[config.mk]
export PLATFORM = sky130hd
export DESIGN_NAME = debug_monitor
export DESIGN_NICKNAME = d
export VERILOG_FILES = /design/src/rtl/debug_monitor_pkg.sv /design/src/rtl/debug_monitor_trace_ram.sv /design/src/rtl/debug_monitor.sv
export SDC_FILE = /design/constraint.sdc
export NUM_CORES = 2
export LEC_CHECK = 0
export BUFFER_PORTS_ARGS = -buffer_cell sky130_fd_sc_hd__buf_2
export CORE_ASPECT_RATIO = 1.25
export CORE_UTILIZATION = 40
export CTS_BUF_LIST = sky130_fd_sc_hd__clkbuf_2 sky130_fd_sc_hd__clkbuf_4 sky130_fd_sc_hd__clkbuf_8
export DETAILED_ROUTE_END_ITERATION = 8
export PLACE_DENSITY = 0.58
export REMOVE_ABC_BUFFERS = 1
export SLEW_MARGIN = 20
export SYNTH_ARGS = -nofsm -noshare
export SYNTH_HDL_FRONTEND = slang
export SYNTH_SLANG_ARGS = --single-unit
[constraint.sdc]
create_clock -name clock -period 11.6 [get_ports clock]
set_input_delay 1.16 -clock clock [delete_from_list [all_inputs] [get_ports clock]]
set_output_delay 1.16 -clock clock [all_outputs]
set_load 0.01 [all_outputs]
[src/rtl/debug_monitor_pkg.sv]
// Shared types for the debug monitor: run-control state
// encoding and the default probe channel map.
package debug_monitor_pkg;

  // Run-control states.
  //   HALTED : CPU frozen, waiting for run or step
  //   RUN    : free-running until breakpoint or run drop
  //   STEP   : exactly one enabled cycle, then HALTED
  //   BREAK  : stopped on PC breakpoint, sticky flag set
  typedef enum logic [1:0] {
    HALTED = 2'd0,
    RUN    = 2'd1,
    STEP   = 2'd2,
    BREAK  = 2'd3
  } state_t;

  // Default probe channel map
  localparam int CH_INSTR = 0;
  localparam int CH_RS1   = 1;
  localparam int CH_RS2   = 2;
  localparam int CH_PC    = 3;

  // Width of a selector over n items, never below 1 bit.
  function automatic int selWidth(input int n);
    return (n > 1) ? $clog2(n) : 1;
  endfunction

endpackage

[src/rtl/debug_monitor_trace_ram.sv]
// Trace storage: DEPTH x DW, one write port, one
// synchronous read port with read-before-write behaviour.
//
// Ports:
//   clock  in   system clock
//   we     in   write enable
//   wAddr  in   write address
//   wData  in   write data (full probe vector)
//   rAddr  in   read address, sampled every cycle
//   rData  out  registered read data, old contents on
//               a same-cycle write to the same address
module debug_monitor_trace_ram #(
  parameter int DEPTH = 16,
  parameter int DW    = 128,
  localparam int AW   = $clog2(DEPTH)
) (
  input  logic          clock,
  input  logic          we,
  input  logic [AW-1:0] wAddr,
  input  logic [DW-1:0] wData,
  input  logic [AW-1:0] rAddr,
  output logic [DW-1:0] rData
);

  logic [DW-1:0] mem [DEPTH];

  // Both ports update with non-blocking assignments on
  // the same edge, so a colliding read returns old data.
  always_ff @(posedge clock) begin
    if (we) begin
      mem[wAddr] <= wData;
    end
    rData <= mem[rAddr];
  end

endmodule

[src/rtl/debug_monitor.sv]
// Run-control and trace unit between the board top level
// and the datapath.
//
// Gates CPU progress through oCpuEnable (halt, single
// step, free run, one PC breakpoint) and records NCH
// probe channels per executed cycle in a circular trace
// buffer that can be read back while halted.
//
// Ports:
//   clock        in   system clock, rising edge
//   reset        in   synchronous, active-high
//   iRun         in   level, requests free-run
//   iStep        in   step request, rising edge used
//   iBreakEn     in   enables PC breakpoint compare
//   iBreakAddr   in   breakpoint PC
//   iPC          in   PC of instruction about to run
//   iProbe       in   channel k at [k*WIDTH +: WIDTH]
//   iTraceClr    in   clears trace pointer and count
//   iTraceRdIdx  in   read index, 0 = oldest entry
//   iTraceRdCh   in   channel to read
//   oCpuEnable   out  datapath clock-enable
//   oHalted      out  high in HALTED or BREAK
//   oBreakHit    out  sticky breakpoint flag
//   oTraceData   out  read data, 1-cycle latency
//   oTraceCount  out  valid entries, saturates at DEPTH
//   oCycles      out  enabled-cycle counter, wraps
module debug_monitor
  import debug_monitor_pkg::*;
#(
  parameter int WIDTH = 32,
  parameter int NCH   = 4,
  parameter int DEPTH = 16,
  parameter int CNT_W = 32,
  localparam int AW   = $clog2(DEPTH),
  localparam int CW   = selWidth(NCH)
) (
  input  logic               clock,
  input  logic               reset,
  input  logic               iRun,
  input  logic               iStep,
  input  logic               iBreakEn,
  input  logic [WIDTH-1:0]   iBreakAddr,
  input  logic [WIDTH-1:0]   iPC,
  input  logic [NCH*WIDTH-1:0] iProbe,
  input  logic               iTraceClr,
  input  logic [AW-1:0]      iTraceRdIdx,
  input  logic [CW-1:0]      iTraceRdCh,
  output logic               oCpuEnable,
  output logic               oHalted,
  output logic               oBreakHit,
  output logic [WIDTH-1:0]   oTraceData,
  output logic [AW:0]        oTraceCount,
  output logic [CNT_W-1:0]   oCycles
);

  localparam logic [AW:0] FULL  = (AW+1)'(DEPTH);
  localparam logic [CW:0] NCH_L = (CW+1)'(NCH);

  state_t state;

  logic stepQ;
  logic stepReq;
  logic brk;
  logic cpuEn;
  logic traceWe;

  logic [AW-1:0] wrPtr;
  logic [AW-1:0] rdAddr;
  logic          rdOk;
  logic          rdOkQ;
  logic [CW-1:0] rdChQ;

  logic [NCH*WIDTH-1:0] rdWord;

  // Edge register resets to 1 so a step button held
  // through reset does not produce a step afterwards.
  assign stepReq = iStep & ~stepQ;

  assign brk = iBreakEn & (iPC == iBreakAddr);

  // Enable is combinational so a breakpoint blocks the
  // very instruction sitting at iBreakAddr.
  always_comb begin
    cpuEn = 1'b0;
    unique case (state)
      STEP:    cpuEn = 1'b1;
      RUN:     cpuEn = ~brk;
      default: cpuEn = 1'b0;
    endcase
    if (reset) begin
      cpuEn = 1'b0;
    end
  end

  assign oCpuEnable = cpuEn;

  // Run-control FSM with registered status outputs.
  always_ff @(posedge clock) begin
    if (reset) begin
      state     <= HALTED;
      oHalted   <= 1'b1;
      oBreakHit <= 1'b0;
      stepQ     <= 1'b1;
    end else begin
      stepQ <= iStep;
      unique case (state)
        HALTED: begin
          if (stepReq) begin
            state   <= STEP;
            oHalted <= 1'b0;
          end else if (iRun) begin
            state   <= RUN;
            oHalted <= 1'b0;
          end
        end
        STEP: begin
          state   <= HALTED;
          oHalted <= 1'b1;
        end
        RUN: begin
          if (brk) begin
            state     <= BREAK;
            oHalted   <= 1'b1;
            oBreakHit <= 1'b1;
          end else if (!iRun) begin
            state   <= HALTED;
            oHalted <= 1'b1;
          end
        end
        BREAK: begin
          if (stepReq) begin
            state     <= STEP;
            oHalted   <= 1'b0;
            oBreakHit <= 1'b0;
          end else if (!iRun) begin
            state <= HALTED;
          end
        end
        default: begin
          state   <= HALTED;
          oHalted <= 1'b1;
        end
      endcase
    end
  end

  // Clear wins over a same-cycle write: the entry is
  // dropped rather than landing after the clear.
  assign traceWe = cpuEn & ~iTraceClr;

  always_ff @(posedge clock) begin
    if (reset || iTraceClr) begin
      wrPtr       <= '0;
      oTraceCount <= '0;
    end else if (cpuEn) begin
      wrPtr <= wrPtr + AW'(1);
      if (oTraceCount != FULL) begin
        oTraceCount <= oTraceCount + (AW+1)'(1);
      end
    end
  end

  always_ff @(posedge clock) begin
    if (reset) begin
      oCycles <= '0;
    end else if (cpuEn) begin
      oCycles <= oCycles + CNT_W'(1);
    end
  end

  // Oldest entry sits count slots behind the write
  // pointer; when full the low bits of count are zero
  // and the oldest entry is at wrPtr itself.
  assign rdAddr = wrPtr - oTraceCount[AW-1:0]
                + iTraceRdIdx;

  assign rdOk = ({1'b0, iTraceRdIdx} < oTraceCount)
              & ({1'b0, iTraceRdCh} < NCH_L);

  always_ff @(posedge clock) begin
    if (reset) begin
      rdOkQ <= 1'b0;
      rdChQ <= '0;
    end else begin
      rdOkQ <= rdOk;
      rdChQ <= iTraceRdCh;
    end
  end

  debug_monitor_trace_ram #(
    .DEPTH (DEPTH),
    .DW    (NCH*WIDTH)
  ) uRam (
    .clock (clock),
    .we    (traceWe),
    .wAddr (wrPtr),
    .wData (iProbe),
    .rAddr (rdAddr),
    .rData (rdWord)
  );

  // Channel select on the registered RAM word; invalid
  // index or channel reads back as zero.
  always_comb begin
    oTraceData = '0;
    for (int k = 0; k < NCH; k++) begin
      if (rdOkQ && rdChQ == CW'(k)) begin
        oTraceData = rdWord[k*WIDTH +: WIDTH];
      end
    end
  end

endmodule

==> results.md <==
Synthesis:
- The post-synthesis xor/xnor area fraction is 0.3241%.
- The fraction of the mapped netlist area in simple logic gates is 1.573%.
- Synthesis instantiated 62 different standard cells from the library.
- The share of async-settable or async-resettable flops after synthesis is 0%.
- The dominant synthesized flop cell is sky130_fd_sc_hd__edfxtp_1.
- The cell area after synthesis is 0.08378 mm2.
- The largest family of logic cells by synthesized area is multiplexers.
- The cell count after synthesis came out at 3,498.
- The average footprint of a synthesized cell is 23.95 um2.
- The sequential fraction of the synthesis area is 77.63%.
- After Yosys synthesis, full adders, half adders and majority gates account for 0.3554% of the synthesized area.
- The number of warnings printed during yosys synthesis is 0.
- Counting flops with a built-in enable in the synthesized netlist gives 2,048.
- After synthesis the netlist holds a flip-flop and latch count of 2,225.
- The compound-cell area share of the yosys netlist is 0.6526%.
- The mux share of post-synthesis cell area is 18.53%.

Floorplanning:
- The initial utilization of the core area, before any placement, comes to 40.28%.
- The floorplan has 187 rows.
- After floorplanning, the core was sized to cover 0.2080 mm2.
- Measured along the y axis, the die boundary spans 513.7 um.
- The floorplan step defined a die boundary enclosing 0.2113 mm2.
- Measured along the x axis, the die boundary spans 411.3 um.
- The number of top-level pins is 276.

Routing:
- Dividing the detail-routed wire length by the instance count gives 27.74 um.
- Once detail routing completed, the nets flagged for antenna violations numbered 0.
- The final routed DRC violation total is 0.
- The first-pass detailed-route iteration total is 7.
- The detailed router placed 38.63k vias in this run.
- In the routed layout, each cell is associated on average with a via count of 5.489.
- The initial detailed-routing violation count is 3,888.
- The total wirelength of the detailed-routed design is 195.2 mm.

Worst setup path:
- The nature of the critical path startpoint is a flop.
- The required time of the worst setup path is 12.20 ns.
- Data on the critical path arrives at its endpoint at 5.85 ns.
- By startpoint and endpoint, the worst setup path is classified as reg2reg.
- The largest fanout on the critical path is 46.
- The worst register-to-register path begins at state[0].
- The worst setup path is captured at a flop.
- The worst-case reg-to-reg path depth is 7.
- The origin of the worst setup path is state[0].

Global routing:
- The via count of the first global-routing pass is 40.71k.
- Summed over all layers, the global routing overflow is 0.
- The initial antenna violation count is 63.
- Across every metal layer, demand over resource in global routing totals 18.48%.
- The first global-routing pass estimated 282.9 mm of wire.
- The maximum number of pins on one net before global-route repair is 140.

Timing:
- The final number of setup-violating endpoints is 0.
- In the final timing run, aggregate negative setup slack is 0 ns.
- The setup skew after layout is 0.07714 ns.
- The worst max-slew margin expressed relative to the limit is 24.32%.
- The final-report hold violation count is 0.
- The max-slew violation total from the final report is 0.
- The clock period could shrink to 5.256 ns.
- At the pin with the least slew margin, the transition time is 1.135 ns.
- Setup repair after global routing left no endpoint under its margin.
- Once routing completed, OpenROAD measured the worst setup slack at 6.344 ns.
- For this run, the top clock speed supported by timing is 0.1902 GHz.
- On the final layout, the worst hold slack is 0.3679 ns.
- In the finished design, the share of the clock period the worst path needs comes to 45.31%.

Job:
- The number of max-capacitance violations reported is 0.

Placed design:
- The worst setup timing slack at the placement stage is 5.803 ns.
- The number of buffer cells added on primary ports is 275.
- The HPWL after detailed placement is 96.07 mm.
- At the end of routability-driven placement, the weighted congestion stood at 0.7440.

Clocking:
- The number of buffers inserted to repair setup after CTS is 0.
- Clock tree synthesis selected as its root buffer the cell sky130_fd_sc_hd__clkbuf_8.
- Counting every sink on the clock net gives 2,225.
- Hold repair after CTS inserted 0 buffers.
- The clock latency on the worst-skew pair is 1.08 ns.
- Post-CTS repair changed the size of 0 cells.
- In this run, CTS created clock tree buffers numbering 358.
- The clock slew seen by the registers of the worst setup and hold paths is 0.06 ns.
- TritonCTS built the clock tree.
- The number of buffers between clock root and the deepest sink is 4.
- The depth of the CTS H-tree is 5.

Power:
- The static leakage is 30.60 nW.
- Power spread over the standard cell area amounts to 182.9 mW/mm2.
- The worst-case vdd ir drop is 0.1313 mV.

Min path:
- The path type of the worst min-delay path is in2reg.
- Along the worst hold path, the cell count comes to 2.
- The worst hold path begins at iTraceRdCh[1].

Run status:
- The flow ran to the end, and the final reports show no timing, DRC or antenna violations.

Layout:
- The post-route netlist has 38.67% of its cells at a drive strength greater than 1.
- After the last flow step, the layout net total stands at 4,248.
- The relative area change from synthesis to final layout is 14.23%.
==> metrics by stage <==
step,cells,cell area (um2),util (%),power (mW)
2_1_floorplan,3326,83100,-,11.65
3_3_place_gp,6401,88590,42.59,11.06
3_5_place_dp,6401,88590,42.59,11.07
4_1_cts,7029,95650,45.99,17.73
5_1_grt,7031,95680,46.00,18.14
6_report,7038,95700,46.01,17.50
==> synthesized netlist by cell type (all sizes together), types with 2 or more instances <==
| library cell | count | area (um2) |
|---|---|---|
| a211oi | 14 | 125.1 |
| a21o | 3 | 22.52 |
| a21oi | 15 | 75.07 |
| a2bb2oi | 2 | 17.52 |
| and2 | 37 | 232.7 |
| and2b | 3 | 23.77 |
| and3 | 24 | 150.1 |
| and4 | 2 | 17.52 |
| buf | 60 | 246.5 |
| clkbuf | 112 | 434.2 |
| dfxtp | 177 | 3543 |
| edfxtp | 2048 | 61500 |
| fa | 3 | 60.06 |
| ha | 19 | 237.7 |
| inv | 26 | 97.59 |
| mux2 | 29 | 341.6 |
| mux2i | 5 | 50.05 |
| mux4 | 672 | 15130 |
| nand2 | 26 | 97.59 |
| nand2b | 6 | 37.54 |
| nand3 | 20 | 100.1 |
| nand3b | 2 | 15.01 |
| nand4 | 19 | 118.9 |
| nor2 | 44 | 165.2 |
| nor2b | 27 | 168.9 |
| nor3 | 11 | 55.05 |
| nor4 | 4 | 25.02 |
| o2111ai | 2 | 17.52 |
| o211ai | 9 | 67.56 |
| o21ai | 19 | 98.85 |
| o31ai | 3 | 36.28 |
| or2 | 3 | 18.77 |
| or2b | 4 | 31.28 |
| or3 | 2 | 12.51 |
| or4 | 4 | 36.29 |
| xnor2 | 15 | 131.4 |
| xor2 | 16 | 140.1 |
==> report_power, final <==
group | total (mW) | switching (mW) | leakage (nW) | internal, mW
registers | 9.05 | 0.0996 | 19.9 | 8.95
logic | 1.80 | 0.860 | 6.93 | 0.943
clock network | 6.65 | 2.96 | 3.79 | 3.69
total | 17.5 | 3.92 | 30.6 | 13.6
==> flip-flops by register name, summed over array words and instances (netlist names) <==
name         cells
uRam.mem      2048
uRam.rData     128
oCycles         32
oTraceCount      5
wrPtr            4
rdChQ            2
state            2
oBreakHit        1
oHalted          1
rdOkQ            1
stepQ            1
==> placed cells by master (no fill, tap or decap), drive strengths merged, types with 15 or more instances in the layout <==
cell type  instances
a21oi             15
and2              37
and3              24
buf              336
clkbuf           544
clkinv            72
dfxtp            177
edfxtp          2048
ha                19
inv               30
mux2              29
mux4             672
nand2             26
nand3             20
nand4             19
nor2              44
nor2b             27
o21ai             19
xnor2             15
xor2              16
==> worst paths after layout <==
path | endpoint | slack (ns)
worst max-delay path | uRam.mem[14][107] | 6.34
worst min-delay path | rdChQ[1] | 0.37
worst max register to register | uRam.mem[14][107] | 6.34
worst min register to register | oTraceCount[3] | 0.51
==> cell type report <==
| cell class | count | area, um2 |
|---|---|---|
| diodes | 8 | 20.02 |
| clock buffers | 544 | 6574 |
| clock inverters | 84 | 493.0 |
| fillers | 17259 | 112300 |
| inverters | 26 | 97.59 |
| multi-input cells | 1075 | 18080 |
| flip-flops and latches | 2225 | 65050 |
| well taps | 2740 | 3428 |
| repair buffers | 336 | 1954 |
==> per-layer routing <==
layer	GRT usage [%]	up-vias	part of all wire, %
li1	-	16029	-
met1	25.78	20925	44
met2	29.52	1260	48
met3	3.975	372	6.2
met4	4.761	46	2.0
met5	0	-	0.15
==> cell families (layout without fill, tap and decap cells) <==
group           after synthesis  count (layout)
flops                      2225            2225
mux                         706             706
simple gates                239             239
buf+inv                     198             990
compound gates               77              77
xor+xnor                     31              31
fa+ha+maj                    22              22
other cells                   0               8
==> critical path: stages (launching register included) <==
cell and delay (ns):
sky130_fd_sc_hd__dfxtp_1 0.35, sky130_fd_sc_hd__inv_1 0.11, sky130_fd_sc_hd__ha_1 0.46, sky130_fd_sc_hd__nand2_1 0.62, sky130_fd_sc_hd__nand2_1 0.62, sky130_fd_sc_hd__and3_4 0.89
sky130_fd_sc_hd__buf_4 0.81, sky130_fd_sc_hd__buf_4 0.88
Power figures use the tool's default switching activity.
